File: src/rtl/sd_spi_slave.sv
// SPI mode-0 card-side responder: synchronises the master's pins, deserialises bytes,
// assembles 6-byte SD command frames and serialises queued response bytes.
module sd_spi_slave #(
  parameter int unsigned QDEPTH = 4
) (
  input  logic        clock,
  input  logic        reset,
  input  logic        ck,
  input  logic        cs,
  input  logic        mosi,
  output logic        miso,
  output logic        rx_valid,
  output logic [7:0]  rx_data,
  output logic        cmd_valid,
  output logic [5:0]  cmd_index,
  output logic [31:0] cmd_arg,
  output logic [6:0]  cmd_crc,
  input  logic        resp_wr,
  input  logic [7:0]  resp_d,
  output logic        resp_full
);

  localparam int unsigned AW = $clog2(QDEPTH);

  typedef enum logic [2:0] {StIdle, StColl1, StColl2, StColl3, StColl4, StColl5} fsm_e;

  logic ck_s1, ck_s2, ck_s3;
  logic cs_s1, cs_s2, cs_s3;
  logic mosi_s1, mosi_s2, mosi_s3;

  logic [2:0]    bit_cnt_q;
  logic [6:0]    rx_sr_q;
  logic [7:0]    tx_sr_q;
  logic          reload_q;
  logic [37:0]   frame_sr_q;
  fsm_e          state_q, state_d;
  logic          store_en, cmd_load;

  logic [7:0]    mem [QDEPTH];
  logic [AW-1:0] wr_ptr_q, rd_ptr_q;
  logic [AW:0]   count_q;

  logic       selected, ck_rise, ck_fall, cs_fall, byte_done, load, pop, push, q_empty;
  logic [7:0] rx_byte, tx_next;

  always_comb begin
    selected  = ~cs_s2;
    ck_rise   = selected & ck_s2 & ~ck_s3;
    ck_fall   = selected & ~ck_s2 & ck_s3;
    cs_fall   = ~cs_s2 & cs_s3;
    byte_done = ck_rise & (bit_cnt_q == 3'd7) & ~cs_fall;
    rx_byte   = {rx_sr_q, mosi_s3};
    load      = cs_fall | byte_done;
    q_empty   = (count_q == '0);
    resp_full = (count_q == (AW+1)'(QDEPTH));
    // A load sees the queue state before this cycle's push.
    pop       = load & ~q_empty;
    push      = resp_wr & (~resp_full | pop);
    tx_next   = q_empty ? 8'hFF : mem[rd_ptr_q];
  end

  always_ff @(posedge clock or posedge reset) begin
    if (reset) begin
      {ck_s1, ck_s2, ck_s3}       <= 3'b000;
      {cs_s1, cs_s2, cs_s3}       <= 3'b111;
      {mosi_s1, mosi_s2, mosi_s3} <= 3'b111;
    end else begin
      {ck_s1, ck_s2, ck_s3}       <= {ck, ck_s1, ck_s2};
      {cs_s1, cs_s2, cs_s3}       <= {cs, cs_s1, cs_s2};
      {mosi_s1, mosi_s2, mosi_s3} <= {mosi, mosi_s1, mosi_s2};
    end
  end

  always_ff @(posedge clock) begin
    if (push) mem[wr_ptr_q] <= resp_d;
  end

  always_ff @(posedge clock or posedge reset) begin
    if (reset) begin
      wr_ptr_q <= '0;
      rd_ptr_q <= '0;
      count_q  <= '0;
    end else begin
      if (push) wr_ptr_q <= wr_ptr_q + 1'b1;
      if (pop)  rd_ptr_q <= rd_ptr_q + 1'b1;
      count_q <= count_q + {{AW{1'b0}}, push} - {{AW{1'b0}}, pop};
    end
  end

  always_ff @(posedge clock or posedge reset) begin
    if (reset) begin
      bit_cnt_q <= '0;
      rx_sr_q   <= '0;
      tx_sr_q   <= 8'hFF;
      reload_q  <= 1'b0;
      miso      <= 1'b1;
      rx_valid  <= 1'b0;
      rx_data   <= '0;
    end else begin
      rx_valid <= 1'b0;
      if (!selected) begin
        bit_cnt_q <= '0;
        reload_q  <= 1'b0;
        miso      <= 1'b1;
      end else if (cs_fall) begin
        bit_cnt_q <= '0;
        tx_sr_q   <= tx_next;
        miso      <= tx_next[7];
        reload_q  <= 1'b0;
      end else begin
        if (ck_rise) begin
          rx_sr_q   <= rx_byte[6:0];
          bit_cnt_q <= bit_cnt_q + 3'd1;
          if (byte_done) begin
            rx_data  <= rx_byte;
            rx_valid <= 1'b1;
            tx_sr_q  <= tx_next;
            reload_q <= 1'b1;
          end
        end
        if (ck_fall) begin
          // First fall after a reload presents the new MSB instead of shifting.
          if (reload_q) begin
            miso     <= tx_sr_q[7];
            reload_q <= 1'b0;
          end else begin
            tx_sr_q <= {tx_sr_q[6:0], 1'b1};
            miso    <= tx_sr_q[6];
          end
        end
      end
    end
  end

  always_comb begin
    state_d  = state_q;
    store_en = 1'b0;
    cmd_load = 1'b0;
    if (!selected) begin
      state_d = StIdle;
    end else if (byte_done) begin
      case (state_q)
        StIdle: begin
          if (rx_byte[7:6] == 2'b01) begin
            state_d  = StColl1;
            store_en = 1'b1;
          end
        end
        StColl1: begin state_d = StColl2; store_en = 1'b1; end
        StColl2: begin state_d = StColl3; store_en = 1'b1; end
        StColl3: begin state_d = StColl4; store_en = 1'b1; end
        StColl4: begin state_d = StColl5; store_en = 1'b1; end
        StColl5: begin state_d = StIdle;  cmd_load = 1'b1; end
        default: state_d = StIdle;
      endcase
    end
  end

  always_ff @(posedge clock or posedge reset) begin
    if (reset) begin
      state_q    <= StIdle;
      frame_sr_q <= '0;
      cmd_valid  <= 1'b0;
      cmd_index  <= '0;
      cmd_arg    <= '0;
      cmd_crc    <= '0;
    end else begin
      state_q   <= state_d;
      cmd_valid <= cmd_load;
      // Holds byte0[5:0] followed by bytes 1-4 once five bytes are stored.
      if (store_en) frame_sr_q <= {frame_sr_q[29:0], rx_byte};
      if (cmd_load) begin
        cmd_index <= frame_sr_q[37:32];
        cmd_arg   <= frame_sr_q[31:0];
        cmd_crc   <= rx_byte[7:1];
      end
    end
  end

endmodule

File: config.mk
export PLATFORM = sky130hd
export DESIGN_NAME = sd_spi_slave
export DESIGN_NICKNAME = d
export VERILOG_FILES = /design/src/rtl/sd_spi_slave.sv
export SDC_FILE = /design/constraint.sdc
export NUM_CORES = 1
export LEC_CHECK = 0
export CORE_ASPECT_RATIO = 1.5
export CORE_MARGIN = 8
export CORE_UTILIZATION = 60
export CTS_CLUSTER_DIAMETER = 150
export DETAILED_ROUTE_END_ITERATION = 8
export DONT_BUFFER_PORTS = 1
export PLACE_DENSITY_LB_ADDON = 0.15
export SYNTH_ARGS = -nofsm -noshare
export SYNTH_HDL_FRONTEND = slang
export SYNTH_SLANG_ARGS = --single-unit
File: constraint.sdc
create_clock -name clock -period 9.15 [get_ports clock]
set_input_delay 0.915 -clock clock [delete_from_list [all_inputs] [get_ports clock]]
set_output_delay 0.915 -clock clock [all_outputs]
set_load 0.005 [all_outputs]
==> metrics.md, run 1 <==
| Metric | Value |
|---|---|
| Routed wire length | 11200 µm |
| Required time of the critical path | 9.45 ns |
| Iter 0 DRT Violations | 94 |
| Clock transition at path regs | 0.06 ns |
| Post-DRT Antenna Nets | 0 |
| Vias | 3330 |
| GRT Resource Usage Total | 0.169 |
| Final setup viols | 0 |
| Sequential share of the synthesized area | 0.648 |
| Critical Path Sink Type | register |
| Clk Latency, worst-skew pair | 0.42 ns |
| Die Span Y | 145 µm |
| Core area | 0.0109 mm² |
| Post-layout util | 0.675 |
| Ant diodes | 0 |
| Max Cap Violations | 0 |
| Layout cells sized above 1 | 0.358 |
| Most frequent cells in the layout | dfrtp_1, mux2_2, mux2_4, nand2_1, edfxtp_1 |
| Startpoint Class | register |
| Detail Placement HPWL | 7640 µm |
| Layout area overhead | 11.2% |
| CTS tree | yes |
| Sequential power share | 0.492 |
| Total gr overflow | 0 |
| Min-delay worst type | register to register |
| CTS Root Cell | clkbuf_16 |
| Final Net Count | 448 |
| Post-Syn Instances | 421 |
| Pleak | 3.47 nW |
| Post-CTS Repair Setup Buffers | 0 |
| Fmax | 363 MHz |
| Post-Syn Nets | 443 |
| CTS max path bufs | 2 |
| Final period util | 0.301 |
| TNS Setup | 0 ns |
| Internal power | 0.00137 W |
| NetSw | 0.000460 W |
| Slew at the pin closest to its max-slew limit | 0.939 ns |
| Initial antenna violation count | 0 |
| CTS buffer count | 17 |
| Status | finished clean |
| H-tree depth | 4 |
| Cell variety after synth | 42 |
| Clock share of power | 0.403 |
| TritonRoute pass-1 iters | 4 |
| Sinks on Clock Net | 164 |
| Hold Fails Final Rpt | 0 |
| DRC Markers | 0 |
| Global-route wire length before repair | 18900 µm |
| Max-slew violation count | 0 |
| P per Cell Area | 248 mW/mm² |
| Fill count | 751 |
| Most common library cell in the layout ignoring fill and taps | dfrtp_1 |
| Io pins | 71 |
| Hold bufs inserted after CTS | 0 |
| Async set-reset flop share out of synthesis | 0.805 |
| Logic pwr share | 0.105 |
| Synth Cell Area | 0.00661 mm² |
| Slew headroom | 0.374 |
| DR vias/cell | 5.68 |
| Port Buffers | 0 |
| Flops & latches, synth | 164 |
| Final Power | 0.00183 W |
| Vias in the first global route | 3672 |
| Worst Path Max Fanout | 46 |
| Largest net degree at the start of global routing | 74 |
| Row cnt | 47 |
| Die Area | 0.0147 mm² |
| Crit path time final | 2.75 ns |
| Crit path DAT | 3.05 ns |
| RD Place Congestion | 0.844 |
| Worst Setup Path Type | register to register |
| Routed len/inst | 19.2 µm |
| Most common flop cell mapped by yosys | dfrtp_1 |
| Chip width | 102 µm |
| Effective utilization at floorplan | 0.607 |
| RSZ-0062 raised after global routing | false |
| PostCTS Resize Cnt | 0 |
| Clk_skew | 0.0107 ns |
| Synthesized area per cell | 15.7 µm² |
| Largest vdd supply drop | 0.163 mV |
| Synth Warn # | 0 |
| EDFF count, synth | 32 |
| Sw Ratio | 0.252 |
per-layer routing:
metal	GRT usage	wire length, µm
met5	0	0
met2	0.293	6070
met4	0.0780	238
met1	0.183	4250
met3	0.0511	671
worst max-delay path, stage by stage (launching register included):
cell and delay, ns:
dfstp_2 0.46, nor4b_4 0.74, nand3_1 0.23, or3b_4 0.76, mux2_4 0.41
cell type report:
cell class	instances	area [µm²]	area share
Inverter	9	38.8	0.00528
Sequential cell	164	4280	0.583
Clock buffer	19	464	0.0632
Timing Repair Buffer	2	15.0	0.00204
Clock inverter	13	161	0.0220
Multi-Input combinational cell	232	2200	0.300
Tap cell	147	184	0.0250
Yosys cell counts (all sizes together), types with 6 or more instances:
cell,n,share of area
o21ai,12,0.0091
a21oi,12,0.0091
nand2b,6,0.0057
mux2,92,0.18
nand2,32,0.018
inv,9,0.0051
ha,7,0.013
edfxtp,32,0.15
nor2,13,0.0074
mux4,8,0.027
buf,11,0.013
dfstp,15,0.060
o22ai,7,0.0066
dfrtp,117,0.44
final timing paths:
path                        from     endpoint  slack (ns)  depth (start not counted)
max                        cs_s2  cmd_arg[23]        6.40                          4
min                        ck_s1        ck_s2        0.35                          0
max reg2reg                cs_s2  cmd_arg[23]        6.40                          4
min reg2reg                ck_s1        ck_s2        0.35                          0
max in group asynchronous  reset   rx_data[5]        7.44                          2
min in group asynchronous  reset  cmd_arg[15]        0.41                          1
power by group through the flow:
stage                     combinational, W  clock, W  sequential (W)
after floorplan                   0.000177         0        0.000874
after global placement            0.000185         0        0.000908
after detailed placement          0.000196         0        0.000914
after CTS                         0.000196  0.000748        0.000901
after global routing              0.000216  0.000781        0.000909
final                             0.000192  0.000735        0.000899
flip-flops by register name (all words and copies together), names as in the netlist, 2 cells and up:
register and flops:
count_q 3, mem 32, frame_sr_q 38, tx_sr_q 8, wr_ptr_q 2, rx_sr_q 7, bit_cnt_q 3, cmd_index 6
cmd_crc 7, rx_data 8, rd_ptr_q 2, state_q 3, cmd_arg 32
metrics by stage:
stage               std cells  hold slack (ns)  cell area [µm²]  setup slack (ns)
floorplan                 421            0.331             6610              4.73
global placement          554            0.335             6720              6.43
detailed placement        554            0.340             6720              6.38
CTS                       586            0.355             7350              6.38
global route              586            0.362             7350              6.21
finish                    586            0.352             7350              6.40
cells by family (layout without fill, tap and decap cells):
group	after synthesis	after routing	synth area share
flip-flops	164	164	0.648
multiplexers	103	103	0.211
AND/OR/NAND/NOR	71	71	0.0542
AO/OA/AOI/OAI	44	44	0.0411
buffers and inverters	25	43	0.0214
adder cells (fa/ha/maj)	8	8	0.0163
XOR/XNOR	6	6	0.00795
(Power assumes the default switching activity.)
==> inputs of run 2 (changes only) <==
CORE_UTILIZATION = 57   (was 60)
clock period = 2.4 ns   (was 9.15 ns; I/O delays follow)
==> run 2 against run 1 <==
- non-clock buffer count grew 25
- clock power grew to 3.8 times the previous value
- routed wire length grew 3.5%
- combinational power grew to 4.3 times the previous value
- final area grew 3.5%
- maximum frequency grew 24%
- sequential cell count is the same
- via count grew 3.1%
- power grew to 3.8 times the previous value
- critical endpoint is now mem[0][2]
- largest cell class unchanged
- largest power group unchanged
- highest routed layer unchanged
==> metrics.md, run 2 (synthesis results as in run 1) <==
| Metric | Value |
|---|---|
| RSZ-0062 raised after global routing | false |
| Initial antenna violation count | 0 (unchanged) |
| Worst Setup Path Type | register to register |
| Required time of the critical path | 2.47 ns (-6.98 ns) |
| Io pins | 71 (unchanged) |
| Clock transition at path regs | 0.06 ns (about the same) |
| WL met1 | 4450 µm (+4.8%) |
| Total gr overflow | 0 (unchanged) |
| Row cnt | 48 (+2.1%) |
| R2R Path End | mem[0][2] |
| Vias | 3432 (+3.1%) |
| Routed wire length | 11600 µm (+3.5%) |
| Die Area | 0.0154 mm² (+4.5%) |
| Met2 WL | 6340 µm (+4.4%) |
| Pleak | 3.60 nW (+3.7%) |
| Slew headroom | 0.580 (+0.206) |
| Status | finished clean |
| Biggest regs | frame_sr_q x38, cmd_arg x32, mem x32 |
| Clock share of power | 0.400 (-0.003) |
| Hold Fails Final Rpt | 0 (unchanged) |
| Startpoint Class | register |
| GRT Resource Usage Total | 0.161 (-0.00749) |
| Max layer used | met4 |
| R2R Setup Slk | 0.18 ns (-6.22 ns) |
| DR vias/cell | 5.59 (-1.6%) |
| Ant diodes | 0 (unchanged) |
| Source of the critical timing path | bit_cnt_q[0] |
| Min-delay worst type | input port to register |
| Reg2reg start | bit_cnt_q[0] |
| Internal power | 0.00527 W (+290%) |
| Hold_ws | 0.165 ns (-0.187 ns) |
| Most frequent cells in the layout | dfrtp_1, mux2_2, mux2_4, nand2_1, edfxtp_1 |
| Most common library cell in the layout ignoring fill and taps | dfrtp_1 |
| TritonRoute pass-1 iters | 4 (unchanged) |
| Final period util | 0.927 (+0.626) |
| Core area | 0.0114 mm² (+4.9%) |
| Slew at the pin closest to its max-slew limit | 0.628 ns (-0.311 ns) |
| Clk_skew | 0.00822 ns (-0.00244 ns) |
| Max reg flops | 38 (unchanged) |
| CTS buffer count | 17 (unchanged) |
| Largest vdd supply drop | 0.638 mV (+290%) |
| Post-DRT Antenna Nets | 0 (unchanged) |
| TNS Setup | 0 ns (unchanged) |
| Metal3 WL | 519 µm (-23%) |
| Vias in the first global route | 3775 (+2.8%) |
| NetSw | 0.00176 W (+280%) |
| Register-to-Register Path Depth | 7 (+3) |
| Port Buffers | 0 (unchanged) |
| Crit path time final | 2.22 ns (-0.530 ns) |
| CTS Root Cell | clkbuf_16 |
| Worst Path Max Fanout | 8 (-83%) |
| Sinks on Clock Net | 164 (unchanged) |
| P per Cell Area | 923 mW/mm² (+270%) |
| RD Place Congestion | 0.858 (+1.6%) |
| Chip width | 104 µm (+2.2%) |
| Worst Setup EP | mem[0][2] |
| Global-route wire length before repair | 19600 µm (+3.9%) |
| Effective utilization at floorplan | 0.579 (-0.0283) |
| Sw Ratio | 0.250 (-0.00190) |
| Detail Placement HPWL | 7920 µm (+3.6%) |
| Iter 0 DRT Violations | 117 (+24%) |
| Crit path DAT | 2.29 ns (-0.76 ns) |
| Largest net degree at the start of global routing | 71 (-4.1%) |
| Logic pwr share | 0.117 (+0.012) |
| Max-slew violation count | 0 (unchanged) |
| Max Cap Violations | 0 (unchanged) |
| Final Net Count | 473 (+5.6%) |
| CTS max path bufs | 2 (unchanged) |
| Routed len/inst | 18.9 µm (-1.2%) |
| Layout area overhead | 15.1% |
| Layout cells sized above 1 | 0.371 (+0.0131) |
| Top reg by flops | frame_sr_q |
| DRC Markers | 0 (unchanged) |
| Sequential power share | 0.483 (-0.009) |
| Die Span Y | 148 µm (+2.3%) |
| Fmax | 450 MHz (+24%) |
| H-tree depth | 4 (unchanged) |
| Critical Path Sink Type | register |
| Final setup viols | 0 (unchanged) |
| Clk Latency, worst-skew pair | 0.42 ns (about the same) |
| CTS tree | yes |
## run 2: timing repair
| action | CTS | global route |
|---|---|---|
| hold buffers | 12 | 0 |
| setup endpoints to repair | 0 | 1 |
| resized for setup | 0 | 3 |
| hold endpoints to repair | 50 | 0 |
| setup buffers | 0 | 2 |
## run 2: final cells by class
cell class                 instances  area (µm²)
fill                             781        3800
multi-input combinational        232        2210
sequential                       164        4280
clock buffer                      17         425
inverter                           9        37.5
tap                              150         188
timing repair buffer              27         270
clock inverter                    15         193
## run 2: worst min-delay path by stage
stage | start | cells past startpoint | slack (ns) | endpoint
after CTS | resp_wr | 2 | 0.15 | count_q[1]
after floorplan | cs | 0 | 0.24 | cs_s1
final | resp_wr | 3 | 0.16 | count_q[0]
after global placement | reset | 1 | 0.17 | wr_ptr_q[0]
after detailed placement | reset | 1 | 0.17 | count_q[2]
after global routing | resp_wr | 2 | 0.19 | wr_ptr_q[0]
## run 2: power by group through the flow
stage	Combinational, W	Clock, W	Sequential, W
after floorplan	0.000674	0	0.00333
after global placement	0.000767	0	0.00344
after detailed placement	0.000803	0	0.00345
after CTS	0.000828	0.00287	0.00340
after global routing	0.000927	0.00297	0.00343
final	0.000822	0.00281	0.00339
## run 2: metrics by stage
| stage | total power, W | util | area [µm²] | worst slack (ns) | cells |
|---|---|---|---|---|---|
| after global placement | 0.00421 | 0.600 | 6850 | 0.166 | 568 |
| after global routing | 0.00733 | 0.667 | 7610 | 0.00556 | 614 |
| after CTS | 0.00709 | 0.665 | 7580 | 0.0639 | 612 |
| after detailed placement | 0.00425 | 0.600 | 6850 | 0.0918 | 568 |
| final | 0.00702 | 0.667 | 7610 | 0.176 | 614 |
| after floorplan | 0.00401 | - | 6610 | 0.0671 | 421 |
## run 2: layer usage
metal  global-route usage  vias up
li1                     -     1576
met1                0.169     1763
met2                0.282       73
met3               0.0519       20
met4               0.0865        0
met5                    0        -
## run 2: worst max-delay path, stage by stage, from the launching register on
cell	delay [ns]
dfrtp_1	0.36
ha_1	0.15
ha_1	0.16
nand3b_1	0.12
a21oi_1	0.24
buf_4	0.16
o21a_1	0.26
and2_1	0.43
==> inputs of run 3 (changes only) <==
ABC_AREA = 1   (was unset)
==> run 3 against run 2 <==
- area after synthesis grew 0.40%
- combinational power up 17%
- utilization decreased by 0.71 points
- first-iteration DRC count up 19%
- final cell count grew 35%
- critical endpoint is now mem[2][5]
- highest routed layer unchanged
- setup slack worse by 0.092 ns
- critical path type unchanged
- routed wire length increased by 7.3%
==> metrics.md, run 3 <==
| Metric | Value |
|---|---|
| Status | finished clean |
| DR vias/cell | 5.16 (-7.6%) |
| Most frequent cells in the layout | nand2_1, dfrtp_1, o21ai_0, inv_1, edfxtp_1 |
| Synth area leader | dfrtp_1 |
| CTS buffer count | 17 (unchanged) |
| Sequential share of the synthesized area | 0.646 (-0.00257) |
| Slowest-stage cell, CP | nor2_1 |
| RSZ-0062 raised after global routing | true |
| Sinks on Clock Net | 164 (unchanged) |
| GRT Resource Usage Total | 0.173 (+0.0118) |
| CTS max path bufs | 2 (unchanged) |
| Post-DRT Antenna Nets | 0 (unchanged) |
| Post-Syn Instances | 645 (+53%) |
| Top cells by count, synth | nand2_1, dfrtp_1, o21ai_0 |
| CTS tree | yes |
| TritonRoute pass-1 iters | 5 (+1) |
| Max reg flops | 38 (unchanged) |
| Final period util | 0.965 (+0.0384) |
| Most common cell in the synthesized netlist | nand2_1 |
| Critical Path Sink Type | register |
| Vias in the first global route | 4445 (+18%) |
| Crit-path cells | ha_1 > ha_1 > nand3_4 > nand2_1 > nand2_1 > nand2_1 > nand2_1 > nor2_1 |
| Clk Latency, worst-skew pair | 0.42 ns (about the same) |
| Fmax | 432 MHz (-4.0%) |
| Vias | 4271 (+24%) |
| Ant diodes | 0 (unchanged) |
| Max Cap Violations | 0 (unchanged) |
| Layout cells sized above 1 | 0.152 (-0.219) |
| Largest vdd supply drop | 0.661 mV (+3.7%) |
| Total gr overflow | 0 (unchanged) |
| Iter 0 DRT Violations | 139 (+19%) |
| Clock transition at path regs | 0.06 ns (about the same) |
| Top reg by flops | frame_sr_q |
| Routed len/inst | 15.1 µm (-20%) |
| Final setup viols | 0 (unchanged) |
| Synthesized area per cell | 10.3 µm² (-34%) |
| Flops & latches, synth | 164 (unchanged) |
| P per Cell Area | 912 mW/mm² (-1.2%) |
| Most common flop cell mapped by yosys | dfrtp_1 |
| Final Net Count | 686 (+45%) |
| Worst Path Max Fanout | 8 (unchanged) |
| Slew at the pin closest to its max-slew limit | 0.886 ns (+0.258 ns) |
| Worst Setup Path Type | register to register |
| Layout area overhead | 13.5% |
| Initial antenna violation count | 0 (unchanged) |
| Async set-reset flop share out of synthesis | 0.805 (unchanged) |
| Placed Cells | 782 (+38%) |
| EDFF count, synth | 32 (unchanged) |
| Most common library cell in the layout ignoring fill and taps | nand2_1 |
| Min-delay worst type | input port to register |
| Biggest regs | frame_sr_q x38, cmd_arg x32, mem x32 |
| Row cnt | 48 (unchanged) |
| Global-route wire length before repair | 21400 µm (+9.3%) |
| DRC Markers | 0 (unchanged) |
| RD Place Congestion | 0.760 (-11%) |
| Synth Cell Area | 0.00663 mm² (+0.40%) |
| Post-layout util | 0.659 (-0.00713) |
| Cell variety after synth | 33 (-21%) |
| CTS Root Cell | clkbuf_16 |
| Share of the synthesized area in the top cell type | 0.441 (-0.00176) |
| Largest net degree at the start of global routing | 41 (-42%) |
| Post-CTS Repair Setup Buffers | 0 (unchanged) |
| Max-slew violation count | 0 (unchanged) |
| Pleak | 3.36 nW (-6.8%) |
| Detail Placement HPWL | 8810 µm (+11%) |
| Core area | 0.0114 mm² (unchanged) |
| Post-Syn Nets | 667 (+51%) |
| Non-Filler Instances | 827 (+35%) |
| Clk_skew | 0.00866 ns (+0.000448 ns) |
| CP most frequent cell | nand2_1 |
| Die Area | 0.0154 mm² (+0.35%) |
| Required time of the critical path | 2.45 ns (-0.02 ns) |
| Slew headroom | 0.408 (-0.172) |
| Top area cells in the synthesized netlist | dfrtp_1, edfxtp_1, nand2_1 |
| Routed wire length | 12500 µm (+7.3%) |
| Die Span Y | 148 µm (+0.18%) |
| Synth Warn # | 0 (unchanged) |
| Crit path time final | 2.32 ns (+0.0923 ns) |
| Io pins | 71 (unchanged) |
| Crit path DAT | 2.37 ns (+0.08 ns) |
| Effective utilization at floorplan | 0.581 (+0.00230) |
| H-tree depth | 4 (unchanged) |
| Chip width | 104 µm (+0.17%) |
| Port Buffers | 0 (unchanged) |
| Startpoint Class | register |
| CP max stage delay | 0.55 ns (+0.12 ns) |
| Hold Fails Final Rpt | 0 (unchanged) |
| Final Power | 0.00686 W (-2.3%) |
run 3: cell types whose count changed in the layout (fill, tap and decap cells not counted), moves of 6 or more:
cell / change
nand3_1: +29
inv_1: +51
nand2_1: +177
mux2_2: -53
o21ai_1: +9
nand2b_1: -6
o21ai_0: +50
or2_2: +6
o21ai_2: +27
mux2_4: -39
mux4_2: -8
run 3: critical path, delay by kind of cell, from the launching register on:
family	cells	cell delay (ns)
flops	1	0.38
fa+ha+maj	2	0.38
simple gates	6	1.18
run 3: per-stage QoR:
| stage | hold WS (ns) | cell area [µm²] | setup TNS, ns | setup slack (ns) |
|---|---|---|---|---|
| after floorplan | 0.244 | 6640 | 0 | 0.320 |
| final | 0.0953 | 7520 | 0 | 0.0840 |
| after global routing | 0.107 | 7520 | -2.72 | -0.119 |
| after CTS | 0.0722 | 7520 | 0 | 0.0462 |
| after global placement | 0.245 | 6820 | 0 | 0.198 |
| after detailed placement | 0.245 | 6820 | 0 | 0.0781 |
run 3: kinds of logic after synthesis:
| group | count (synthesis) | share of synthesized area |
|---|---|---|
| simple gates | 267 | 0.168 |
| flops | 164 | 0.646 |
| compound gates | 114 | 0.104 |
| buf+inv | 90 | 0.0636 |
| fa+ha+maj | 8 | 0.0162 |
| xor+xnor | 2 | 0.00264 |
run 3: cell type report:
| cell class | instances | area, µm² |
|---|---|---|
| multi-input combinational | 391 | 1940 |
| fill | 889 | 3890 |
| clock buffer | 20 | 458 |
| sequential | 164 | 4280 |
| timing repair buffer | 27 | 298 |
| tap | 150 | 188 |
| clock inverter | 12 | 119 |
| inverter | 63 | 240 |
run 3: path summary, 6_finish.rpt:
kind | startpoint | end | slack, ns | cells after the start
setup / recovery | bit_cnt_q[0] | mem[2][5] | 0.08 | 8
hold / removal | resp_wr | count_q[0] | 0.1 | 3
setup reg to reg | bit_cnt_q[0] | mem[2][5] | 0.08 | 8
hold reg to reg | mosi_s1 | mosi_s2 | 0.36 | 0
max in group asynchronous | reset | cs_s1 | 1.13 | 3
min in group asynchronous | reset | cmd_crc[5] | 0.47 | 2
run 3: per-layer routing:
metal  vias up  part of all wire  global-route usage
met5         -                 0                   0
met4         0             0.014              0.0633
met3        17             0.044              0.0524
met2        64              0.56               0.321
met1      2073              0.38               0.179
li1       2117                 -                   -
run 3: repair_timing:
action | CTS | global route
hold buffers | 13 | 0
endpoints found under the hold margin | 69 | 0
resized for setup | 0 | 1
endpoints found under the setup margin | 0 | 32
run 3: report_power, final:
group | leakage, nW | internal (W) | switching (W)
combinational | 1.02 | 0.000336 | 0.000624
clock | 0.278 | 0.00151 | 0.00110
sequential | 2.06 | 0.00316 | 0.000140
